**config.mk**
```make
export PLATFORM = sky130hd
export DESIGN_NAME = regfile_access_arbiter
export DESIGN_NICKNAME = d
export VERILOG_FILES = /design/src/rtl/regfile_access_arbiter_pkg.sv /design/src/rtl/regfile_access_arbiter_rr_arbiter2.sv /design/src/rtl/regfile_access_arbiter.sv
export SDC_FILE = /design/constraint.sdc
export NUM_CORES = 1
export LEC_CHECK = 0
export ABC_AREA = 1
export BUFFER_PORTS_ARGS = -buffer_cell sky130_fd_sc_hd__buf_2
export CAP_MARGIN = 20
export CORE_AREA = 2 2 130 132
export CTS_CLUSTER_DIAMETER = 80
export DETAILED_ROUTE_END_ITERATION = 6
export DIE_AREA = 0 0 132 134
export GPL_ROUTABILITY_DRIVEN = 0
export HOLD_SLACK_MARGIN = 0.1
export PLACE_DENSITY = 0.65
export SETUP_SLACK_MARGIN = 0.05
export SLEW_MARGIN = 5
export SYNTH_ARGS = -nofsm -noshare
export SYNTH_HDL_FRONTEND = slang
export SYNTH_SLANG_ARGS = --single-unit
```
**constraint.sdc**
```tcl
create_clock -name clk -period 2.7 [get_ports clk]
set_clock_uncertainty 0.1 [all_clocks]
set_input_delay 0.405 -clock clk [delete_from_list [all_inputs] [get_ports clk]]
set_output_delay 0.405 -clock clk [all_outputs]
set_load 0.02 [all_outputs]
```
**src/rtl/regfile_access_arbiter_pkg.sv**
```systemverilog
// Shared op codes, FSM state encoding and requester ids for the
// register-file debug-port arbiter.
package regfile_access_arbiter_pkg;

  // Settle counter width; SETTLE_CYCLES must fit (1..15).
  localparam int SETTLE_W = 4;

  // Requester ids, also used as the grant vector bit index.
  localparam logic REQ_CTL = 1'b0;
  localparam logic REQ_FIM = 1'b1;

  typedef enum logic [1:0] {
    ARB_OP_READ  = 2'b00,
    ARB_OP_WRITE = 2'b01,
    ARB_OP_FLIP  = 2'b10,
    ARB_OP_RSVD  = 2'b11
  } arb_op_e;

  typedef enum logic [2:0] {
    ST_IDLE      = 3'd0,
    ST_STOP_WAIT = 3'd1,
    ST_ACCESS    = 3'd2,
    ST_FLIP_WB   = 3'd3,
    ST_RESP      = 3'd4
  } arb_state_e;

  // Settle counter load value: STOP_WAIT lasts exactly `settle` cycles.
  function automatic logic [SETTLE_W-1:0] settle_load(input int settle);
    return SETTLE_W'(settle - 1);
  endfunction

endpackage

```
**src/rtl/regfile_access_arbiter_rr_arbiter2.sv**
```systemverilog
// Two-way round-robin grant. On a tie the requester not granted last wins;
// the pointer only moves when a grant is actually accepted.
module rr_arbiter2
  import regfile_access_arbiter_pkg::*;
(
  input  logic       clk,
  input  logic       rst,
  input  logic [1:0] req,
  input  logic       accept,
  output logic [1:0] gnt
);

  // prio_q names the requester favoured on a tie (reset favours CTL)
  logic prio_q, prio_d;

  // Grant: single requester wins outright, tie resolved by prio_q
  always_comb begin
    gnt = req;
    if (req == 2'b11) begin
      gnt         = 2'b00;
      gnt[prio_q] = 1'b1;
    end
  end

  // After an accepted grant, favour the other requester next time
  always_comb begin
    prio_d = prio_q;
    if (accept) prio_d = gnt[REQ_CTL] ? REQ_FIM : REQ_CTL;
  end

  // Pointer register
  always_ff @(posedge clk or negedge rst) begin
    if (!rst) prio_q <= REQ_CTL;
    else      prio_q <= prio_d;
  end

endmodule

```
**src/rtl/regfile_access_arbiter.sv**
```systemverilog
// Shares the core's register-file debug port between soc_control (CTL) and
// the fault injection module (FIM). Each granted request stalls the CPU,
// waits a settle interval, performs READ / WRITE / FLIP (read-xor-write),
// answers the winner, then releases the CPU. All cm_* and response outputs
// are registered and decoded from the next state.
module regfile_access_arbiter
  import regfile_access_arbiter_pkg::*;
#(
  parameter int DATA_WIDTH     = 32,
  parameter int REG_ADDR_WIDTH = 5,
  parameter int SETTLE_CYCLES  = 1
)(
  input  logic                      clk,
  input  logic                      rst,
  // CTL requester
  input  logic                      ctl_req_valid,
  output logic                      ctl_req_ready,
  input  logic [1:0]                ctl_req_op,
  input  logic [REG_ADDR_WIDTH-1:0] ctl_req_addr,
  input  logic [DATA_WIDTH-1:0]     ctl_req_data,
  output logic                      ctl_rsp_valid,
  input  logic                      ctl_rsp_ready,
  output logic [DATA_WIDTH-1:0]     ctl_rsp_data,
  output logic                      ctl_rsp_err,
  // FIM requester
  input  logic                      fim_req_valid,
  output logic                      fim_req_ready,
  input  logic [1:0]                fim_req_op,
  input  logic [REG_ADDR_WIDTH-1:0] fim_req_addr,
  input  logic [DATA_WIDTH-1:0]     fim_req_data,
  output logic                      fim_rsp_valid,
  input  logic                      fim_rsp_ready,
  output logic [DATA_WIDTH-1:0]     fim_rsp_data,
  output logic                      fim_rsp_err,
  // core register-file port
  output logic                      cm_cpu_stop,
  output logic                      cm_regfile_we,
  output logic [REG_ADDR_WIDTH-1:0] cm_regfile_addr,
  output logic [DATA_WIDTH-1:0]     cm_write_regfile_dat,
  input  logic [DATA_WIDTH-1:0]     cm_read_regfile_dat
);

  arb_state_e                state_q, state_d;
  logic [SETTLE_W-1:0]       cnt_q, cnt_d;
  logic                      win_q, win_d;
  arb_op_e                   op_q, op_d;
  logic [REG_ADDR_WIDTH-1:0] addr_q, addr_d;
  logic [DATA_WIDTH-1:0]     data_q, data_d;
  logic [DATA_WIDTH-1:0]     rsp_data_q, rsp_data_d;
  logic                      rsp_err_q, rsp_err_d;
  logic                      ctl_rsp_valid_q, ctl_rsp_valid_d;
  logic                      fim_rsp_valid_q, fim_rsp_valid_d;
  logic                      cm_cpu_stop_q, cm_cpu_stop_d;
  logic                      cm_regfile_we_q, cm_regfile_we_d;
  logic [REG_ADDR_WIDTH-1:0] cm_regfile_addr_q, cm_regfile_addr_d;
  logic [DATA_WIDTH-1:0]     cm_write_regfile_dat_q, cm_write_regfile_dat_d;

  logic       idle;
  logic [1:0] gnt;
  logic       hs;
  logic       addr_nz;
  logic       win_rsp_ready;

  assign idle    = (state_q == ST_IDLE);
  assign hs      = idle & (|gnt);
  assign addr_nz = (addr_q != '0);
  assign win_rsp_ready = (win_q == REQ_FIM) ? fim_rsp_ready : ctl_rsp_ready;

  rr_arbiter2 u_rr (
    .clk    (clk),
    .rst    (rst),
    .req    ({fim_req_valid, ctl_req_valid}),
    .accept (hs),
    .gnt    (gnt)
  );

  // Request handshake: only offered in IDLE, only to the granted requester
  assign ctl_req_ready = idle & gnt[REQ_CTL];
  assign fim_req_ready = idle & gnt[REQ_FIM];

  // Next-state, latching and registered output decode
  always_comb begin
    state_d                = state_q;
    cnt_d                  = cnt_q;
    win_d                  = win_q;
    op_d                   = op_q;
    addr_d                 = addr_q;
    data_d                 = data_q;
    rsp_data_d             = rsp_data_q;
    rsp_err_d              = rsp_err_q;
    ctl_rsp_valid_d        = ctl_rsp_valid_q;
    fim_rsp_valid_d        = fim_rsp_valid_q;
    cm_regfile_we_d        = 1'b0;
    cm_regfile_addr_d      = '0;
    cm_write_regfile_dat_d = '0;

    case (state_q)
      ST_IDLE: begin
        if (hs) begin
          win_d      = gnt[REQ_FIM];
          op_d       = arb_op_e'(gnt[REQ_FIM] ? fim_req_op   : ctl_req_op);
          addr_d     = gnt[REQ_FIM] ? fim_req_addr : ctl_req_addr;
          data_d     = gnt[REQ_FIM] ? fim_req_data : ctl_req_data;
          cnt_d      = settle_load(SETTLE_CYCLES);
          rsp_data_d = '0;
          rsp_err_d  = 1'b0;
          state_d    = ST_STOP_WAIT;
        end
      end

      ST_STOP_WAIT: begin
        if (cnt_q == '0) begin
          // Present the access for the ACCESS cycle; x0 is never written
          state_d                = ST_ACCESS;
          cm_regfile_addr_d      = addr_q;
          cm_regfile_we_d        = (op_q == ARB_OP_WRITE) && addr_nz;
          cm_write_regfile_dat_d = (op_q == ARB_OP_WRITE) ? data_q : '0;
        end else begin
          cnt_d = cnt_q - 1'b1;
        end
      end

      ST_ACCESS: begin
        // Read data is the pre-write value; x0 and reserved answer zero
        rsp_data_d = (addr_nz && op_q != ARB_OP_RSVD) ? cm_read_regfile_dat : '0;
        rsp_err_d  = (op_q == ARB_OP_RSVD);
        if (op_q == ARB_OP_FLIP) begin
          state_d                = ST_FLIP_WB;
          cm_regfile_addr_d      = addr_q;
          cm_regfile_we_d        = addr_nz;
          cm_write_regfile_dat_d = addr_nz ? (cm_read_regfile_dat ^ data_q) : '0;
        end else begin
          state_d         = ST_RESP;
          ctl_rsp_valid_d = (win_q == REQ_CTL);
          fim_rsp_valid_d = (win_q == REQ_FIM);
        end
      end

      ST_FLIP_WB: begin
        state_d         = ST_RESP;
        ctl_rsp_valid_d = (win_q == REQ_CTL);
        fim_rsp_valid_d = (win_q == REQ_FIM);
      end

      ST_RESP: begin
        if (win_rsp_ready) begin
          state_d         = ST_IDLE;
          ctl_rsp_valid_d = 1'b0;
          fim_rsp_valid_d = 1'b0;
        end
      end

      default: state_d = ST_IDLE;
    endcase

    // Core is stalled in every non-IDLE state, so IDLE always gives it a cycle
    cm_cpu_stop_d = (state_d != ST_IDLE);
  end

  // State and output registers; reset aborts any transaction in flight
  always_ff @(posedge clk or negedge rst) begin
    if (!rst) begin
      state_q                <= ST_IDLE;
      cnt_q                  <= '0;
      win_q                  <= REQ_CTL;
      op_q                   <= ARB_OP_READ;
      addr_q                 <= '0;
      data_q                 <= '0;
      rsp_data_q             <= '0;
      rsp_err_q              <= 1'b0;
      ctl_rsp_valid_q        <= 1'b0;
      fim_rsp_valid_q        <= 1'b0;
      cm_cpu_stop_q          <= 1'b0;
      cm_regfile_we_q        <= 1'b0;
      cm_regfile_addr_q      <= '0;
      cm_write_regfile_dat_q <= '0;
    end else begin
      state_q                <= state_d;
      cnt_q                  <= cnt_d;
      win_q                  <= win_d;
      op_q                   <= op_d;
      addr_q                 <= addr_d;
      data_q                 <= data_d;
      rsp_data_q             <= rsp_data_d;
      rsp_err_q              <= rsp_err_d;
      ctl_rsp_valid_q        <= ctl_rsp_valid_d;
      fim_rsp_valid_q        <= fim_rsp_valid_d;
      cm_cpu_stop_q          <= cm_cpu_stop_d;
      cm_regfile_we_q        <= cm_regfile_we_d;
      cm_regfile_addr_q      <= cm_regfile_addr_d;
      cm_write_regfile_dat_q <= cm_write_regfile_dat_d;
    end
  end

  // Responses are only visible to the winner
  assign ctl_rsp_valid        = ctl_rsp_valid_q;
  assign fim_rsp_valid        = fim_rsp_valid_q;
  assign ctl_rsp_data         = ctl_rsp_valid_q ? rsp_data_q : '0;
  assign fim_rsp_data         = fim_rsp_valid_q ? rsp_data_q : '0;
  assign ctl_rsp_err          = ctl_rsp_valid_q & rsp_err_q;
  assign fim_rsp_err          = fim_rsp_valid_q & rsp_err_q;
  assign cm_cpu_stop          = cm_cpu_stop_q;
  assign cm_regfile_we        = cm_regfile_we_q;
  assign cm_regfile_addr      = cm_regfile_addr_q;
  assign cm_write_regfile_dat = cm_write_regfile_dat_q;

endmodule

```
* Word level (Yosys, flattened, before mapping)
Index checks and enable logic that the tools add are counted.
Storage, ports and cells: logic and storage cells 92, output and inout port bits 109, register bits 122, input port bits 116
Cells by class: reduce and logical (&&, ||, !) cells 15, eq/ne operators 13, bitwise logic cells 7, multiplexer cells 39, add/sub/neg operators 1, magnitude comparators 2
Operator list (number):
- $mux W32 | 9
- $pmux W32 S2 | 2
- $xor A32 B32 Y32 | 1
- $mux W5 | 3
- $pmux W3 S5 | 1
- $mux W3 | 4
- $pmux W5 S2 | 1
- $mux W1 | 9
- $mux W4 | 2
- $ne A2 B2 Y1 const B | 4
- $pmux W4 S2 | 1
- $eq A2 B2 Y1 const B | 3
- $eq A3 B2 Y1 const B | 2
- $pmux W1 S3 | 2
- $reduce_and A3 Y1 | 2
- $reduce_bool A3 Y1 | 2
- $and A1 B1 Y1 | 5
- $reduce_bool A5 Y1 | 1
- $logic_not A4 Y1 | 1
- $mux W2 | 2
- $pmux W1 S2 | 2
- $reduce_and A2 Y1 | 2
- $reduce_bool A2 Y1 | 2
- $sub A4 B1 Y4 const B | 1
- other kinds (11) | 13

* Depth between registers and ports, before layout
depth in word-level cells 10, gate-level depth with buffers 9, mapped depth without buffers 7

* By module
A second synthesis with hierarchy kept.
Second synthesis, totals: cells, all modules 788, area total of the unflattened synthesis 6153.4 µm²
By module, submodules not included:
- regfile_access_arbiter | times used 1, cells an instance 779, sequential area each 3027.9 µm², area an instance 6090.8 µm²
- rr_arbiter2 | times used 1, cells an instance 9, sequential area each 25.0 µm², area an instance 62.6 µm²

* Least setup slack after synthesis
Ideal clock, no wire load.
path type reg2out, from reg ctl_rsp_valid_q (netlist: ctl_rsp_valid), to out ctl_rsp_data[10], cell stages (with the launch flop) 5, path slack 1033 ps, buffers on the path 2, data arrival time 1162 ps, data required time 2195 ps, cell sequence dfrtp_1 > clkbuf_1 > clkbuf_1 > nand2_1 > inv_1
Between the ends: longest elaborated chain between the ends 1
RTL lines:
- start: declaration | line regfile_access_arbiter.sv:51 | logic ctl_rsp_valid_q, ctl_rsp_valid_d;
- start signal: assignment | line regfile_access_arbiter.sv:186 | ctl_rsp_valid_q <= ctl_rsp_valid_d;
- $mux W32 | line regfile_access_arbiter.sv:198 | assign ctl_rsp_data = ctl_rsp_valid_q ? rsp_data_q : '0;
- end: declaration | line regfile_access_arbiter.sv:23 | output logic [DATA_WIDTH-1:0] ctl_rsp_data,
Every way passes these cells.

* Worst setup path in the final report
from reg state_q[1], to out fim_req_ready
Between the ends: longest elaborated chain between the ends 2
RTL lines:
- start: declaration | line regfile_access_arbiter.sv:43 | arb_state_e state_q, state_d;
- start signal: assignment | line regfile_access_arbiter.sv:178 | state_q <= state_d;
- $logic_not A3 Y1 | line regfile_access_arbiter.sv:64 | assign idle = (state_q == ST_IDLE);
- $and A1 B1 Y1 | line regfile_access_arbiter.sv:79 | assign fim_req_ready = idle & gnt[REQ_FIM];
- end: declaration | line regfile_access_arbiter.sv:27 | output logic fim_req_ready,
Every way passes these cells.

==> results.py <==
metrics = {
    "yosys": {
        "synth.cell_area_um2": 6380,
        "postSynthAreaPerCell_um2": 8.00,
        "synth-seq-cells": 122,
        "seq_area_frac_synth_pct": 47.8,
        "syn_inst": 798,
        "ys_types": 27,
        "synth-warning-count": 0,
        "synth.net_count": 915,
    },
    "detailed_routing": {
        "drt-initial-drc-count": 308,
        "routed_wl_um": 17400,
        "routed-via-count": 5719,
        "detail_route.wl_per_cell_um": 14.1,
        "detail_route.vias_per_cell": 4.62,
        "drc": 0,
        "route.antenna.remaining_nets": 0,
        "first_pass_iters": 4,
    },
    "worst_setup_path": {
        "critPathLaunchType": "register",
        "reg2reg_slack_ns": 0.72,
        "cp_cell_sequence": "inv_2, nand2_1, nor2_4, nand3_1, inv_1, buf_2",
        "cp_slowest_stage_delay_ns": 0.53,
        "critPathRequiredTime_ns": 2.19,
        "reg2reg_to": "rsp_data_q[14]$_DFFE_PN0P_",
        "timing.rr.start": "state_q[1]$_DFF_PN0_",
        "crit_family": "flip-flops",
        "worstSetupPathType": "reg -> out",
        "instance_count_on_the_critical_path": 6,
        "worst_setup_path_end_kind": "output port",
        "worstRegToRegCells": 7,
        "crit_path_to": "fim_req_ready",
        "critical-path-slowest-cell": "sky130_fd_sc_hd__dfrtp_1",
        "arrival_ns": 1.60,
        "cp-startpoint": "state_q[1]$_DFF_PN0_",
        "critical_path.max_fanout": 8,
        "critical_path_buf_inv_count": 3,
    },
    "timing": {
        "timing_max_transition_violations_final": 0,
        "rsz_0062_raised_after_global_routing": "no",
        "setup_total_negative_slack_ns": 0,
        "max_freq_ghz": 0.475,
        "timing_hold_violations_final": 0,
        "timing.max_slew.rel_slack_pct": 55.9,
        "final.period_utilization_pct": 78.0,
        "finalWorstPathRequiredPeriod_ns": 2.11,
        "max_slew.worst_pin.slew_ns": 0.660,
        "hold_ws_ns": 0.159,
        "final-setup-viol-count": 0,
    },
    "power_and_ir_drop": {
        "power_frac_comb_pct": 38.6,
        "total_power_mw": 8.96,
        "p_leak_nw": 4.98,
        "relative_contribution_of_the_clock_network_to_total_power_pct": 25.9,
        "power_density_nw_per_um2": 1090,
        "vdd_drop_max_mv": 0.493,
        "power.share.sequential_pct": 35.5,
        "p_sw_mw": 3.80,
        "power.internal_mw": 5.16,
        "p_sw_share_pct": 42.4,
    },
    "floorplan": {
        "die_area_um2": 17700,
        "fp.dieW_um": 132,
        "floorplan.core_area_um2": 16300,
        "fp.dieH_um": 134,
        "pin_count": 225,
        "start_util_pct": 39.2,
        "num_rows": 47,
    },
    "clocking": {
        "cts_num_sinks": 122,
        "cts-root-buf": "sky130_fd_sc_hd__clkbuf_16",
        "worstSkewPairLatency_ns": 0.41,
        "post-cts-setup-buffers": 0,
        "worst_setup_hold_path_clk_slew_ns": 0.05,
        "clock_path_buffers": 2,
        "h_tree_level_count": 4,
        "cts-buffers-inserted": 17,
        "tritoncts_clock_tree": "yes",
    },
    "place": {
        "portBuffers": 224,
        "dp.final_hpwl_um": 12700,
    },
    "outcome": {
        "status": "finished clean",
    },
    "min_path": {
        "hp-class": "in -> reg",
        "min-delay-start": "cm_read_regfile_dat[21]",
    },
    "finish": {
        "final_layout_size_suffix_gt1_share_pct": 30.1,
        "postLayoutCoreUtil_pct": 50.4,
        "nNetsFinal": 1121,
        "layout-area-overhead-vs-synth_pct": 28.6,
    },
    "flow_run": {
        "max-cap-violations": 0,
    },
    "grt": {
        "grt_max_degree": 51,
        "antenna_violations_before_repair": 2,
        "first_global_vias": 5237,
        "global_route.overflow_total": 0,
        "track_usage_pct": 19.8,
        "wire_length_of_the_first_global_routing_pass_um": 27400,
    },
}
## how the worst min path moves through the flow
stage                              endpoint  slack [ns]  cells past startpoint
6_report         rsp_data_q[21]$_DFFE_PN0P_        0.16                      3
5_1_grt           rsp_data_q[5]$_DFFE_PN0P_        0.15                      3
4_1_cts          rsp_data_q[21]$_DFFE_PN0P_        0.15                      3
3_5_place_dp   cm_regfile_addr[0]$_DFF_PN0_        0.37                      1
3_3_place_gp   cm_regfile_addr[0]$_DFF_PN0_        0.37                      1
2_1_floorplan         addr_q[0]$_DFFE_PN0P_       0.009                      0
## timing repair
action                    CTS  global route
hold endpoints to repair   47             0
gates resized for setup     0             0
hold buffers                1             0
## worst register-to-register path: cells and delay by family, from the launching register on
kind / cells / cell delay [ns]
flops: 1 / 0.61
simple gates: 5 / 0.80
buf+inv: 2 / 0.40
## placed cells by master, fill, tap and decap left out, types with 2 or more instances in the layout
cell type and n:
sky130_fd_sc_hd__diode_2 2, sky130_fd_sc_hd__buf_4 11, sky130_fd_sc_hd__o21ai_0 57, sky130_fd_sc_hd__inv_1 127, sky130_fd_sc_hd__o21ai_2 20, sky130_fd_sc_hd__clkinv_4 3, sky130_fd_sc_hd__dfrtp_1 122, sky130_fd_sc_hd__nand3_1 74
sky130_fd_sc_hd__nand4_1 34, sky130_fd_sc_hd__nand2_4 3, sky130_fd_sc_hd__nand2_2 3, sky130_fd_sc_hd__o21ai_1 38, sky130_fd_sc_hd__xnor2_1 33, sky130_fd_sc_hd__clkinvlp_4 6, sky130_fd_sc_hd__clkbuf_16 17, sky130_fd_sc_hd__buf_12 2
sky130_fd_sc_hd__buf_2 223, sky130_fd_sc_hd__inv_2 6, sky130_fd_sc_hd__nor2_1 20, sky130_fd_sc_hd__bufinv_16 3, sky130_fd_sc_hd__nor2_4 3, sky130_fd_sc_hd__nand2_1 200
## layout make-up
class / count / area, um^2
inverters: 133 / 499
multi-input cells: 493 / 2520
flip-flops and latches: 122 / 3050
diodes: 2 / 5.00
clock buffers: 19 / 443
clock inverters: 13 / 170
fillers: 1632 / 8080
repair buffers: 237 / 1250
well taps: 220 / 275
## flip-flops by register name, summed over array words and instances, names as in the netlist
name                  count
cm_write_regfile_dat     32
ctl_rsp_valid             1
cnt_q                     4
cm_cpu_stop               1
rsp_err_q                 1
cm_regfile_addr           5
u_rr.prio_q               1
op_q                      2
win_q                     1
cm_regfile_we             1
fim_rsp_valid             1
data_q                   32
state_q                   3
rsp_data_q               32
addr_q                    5
## cells by family after synthesis
family / share of synthesized area [%]
AND/OR/NAND/NOR: 23.8
buffers and inverters: 12.8
flip-flops: 47.8
AO/OA/AOI/OAI: 10.9
XOR/XNOR: 4.53
adder cells (fa/ha/maj): 0.196
## power groups by stage
stage               clock (mW)  sequential, mW  combinational (mW)
finish                    2.32            3.18                3.46
global route              2.44            3.28                3.88
CTS                       2.36            3.18                3.49
detailed placement           0            3.21                3.47
global placement             0            3.19                3.39
floorplan                    0            3.13                2.67
## synthesized netlist by cell type
| library cell | n | area (um^2) |
|---|---|---|
| sky130_fd_sc_hd__o22ai_1 | 1 | 6.26 |
| sky130_fd_sc_hd__nand2_2 | 2 | 12.5 |
| sky130_fd_sc_hd__a21oi_2 | 1 | 8.76 |
| sky130_fd_sc_hd__nand2_4 | 3 | 33.8 |
| sky130_fd_sc_hd__buf_4 | 2 | 15.0 |
| sky130_fd_sc_hd__nor2_8 | 1 | 20.0 |
| sky130_fd_sc_hd__nor2_1 | 20 | 75.1 |
| sky130_fd_sc_hd__o21ai_1 | 38 | 190 |
| sky130_fd_sc_hd__nor2_2 | 1 | 6.26 |
| sky130_fd_sc_hd__clkbuf_2 | 1 | 5.00 |
| sky130_fd_sc_hd__dfrtp_1 | 122 | 3050 |
| sky130_fd_sc_hd__nand4_1 | 34 | 213 |
| sky130_fd_sc_hd__o21ai_0 | 57 | 285 |
| sky130_fd_sc_hd__o21ai_2 | 20 | 175 |
| sky130_fd_sc_hd__ha_1 | 1 | 12.5 |
| sky130_fd_sc_hd__buf_6 | 14 | 158 |
| sky130_fd_sc_hd__inv_1 | 127 | 477 |
| sky130_fd_sc_hd__inv_2 | 6 | 22.5 |
| sky130_fd_sc_hd__a21boi_0 | 1 | 7.51 |
| sky130_fd_sc_hd__nand2_1 | 201 | 754 |
| sky130_fd_sc_hd__clkbuf_1 | 20 | 75.1 |
| sky130_fd_sc_hd__a21oi_1 | 1 | 5.00 |
| sky130_fd_sc_hd__a21oi_4 | 1 | 16.3 |
| sky130_fd_sc_hd__nand3_1 | 74 | 370 |
| sky130_fd_sc_hd__buf_2 | 13 | 65.1 |
| sky130_fd_sc_hd__nor2_4 | 3 | 33.8 |
| sky130_fd_sc_hd__xnor2_1 | 33 | 289 |
## routing by layer
layer	GRT usage, %	share of wire (%)
met1	28.1	48
met3	4.50	6.1
met5	0	0
met2	29.8	44
met4	7.31	2.0
## per-stage QoR
| step | instance area (um^2) | setup WS, ns | cells |
|---|---|---|---|
| after floorplan | 6380 | 1.03 | 798 |
| after global placement | 7580 | 0.794 | 1204 |
| after detailed placement | 7580 | 0.758 | 1204 |
| after CTS | 8210 | 0.596 | 1237 |
| after global routing | 8210 | 0.545 | 1239 |
| final | 8210 | 0.593 | 1239 |
Note: power is estimated with default switching activity, not from simulation.
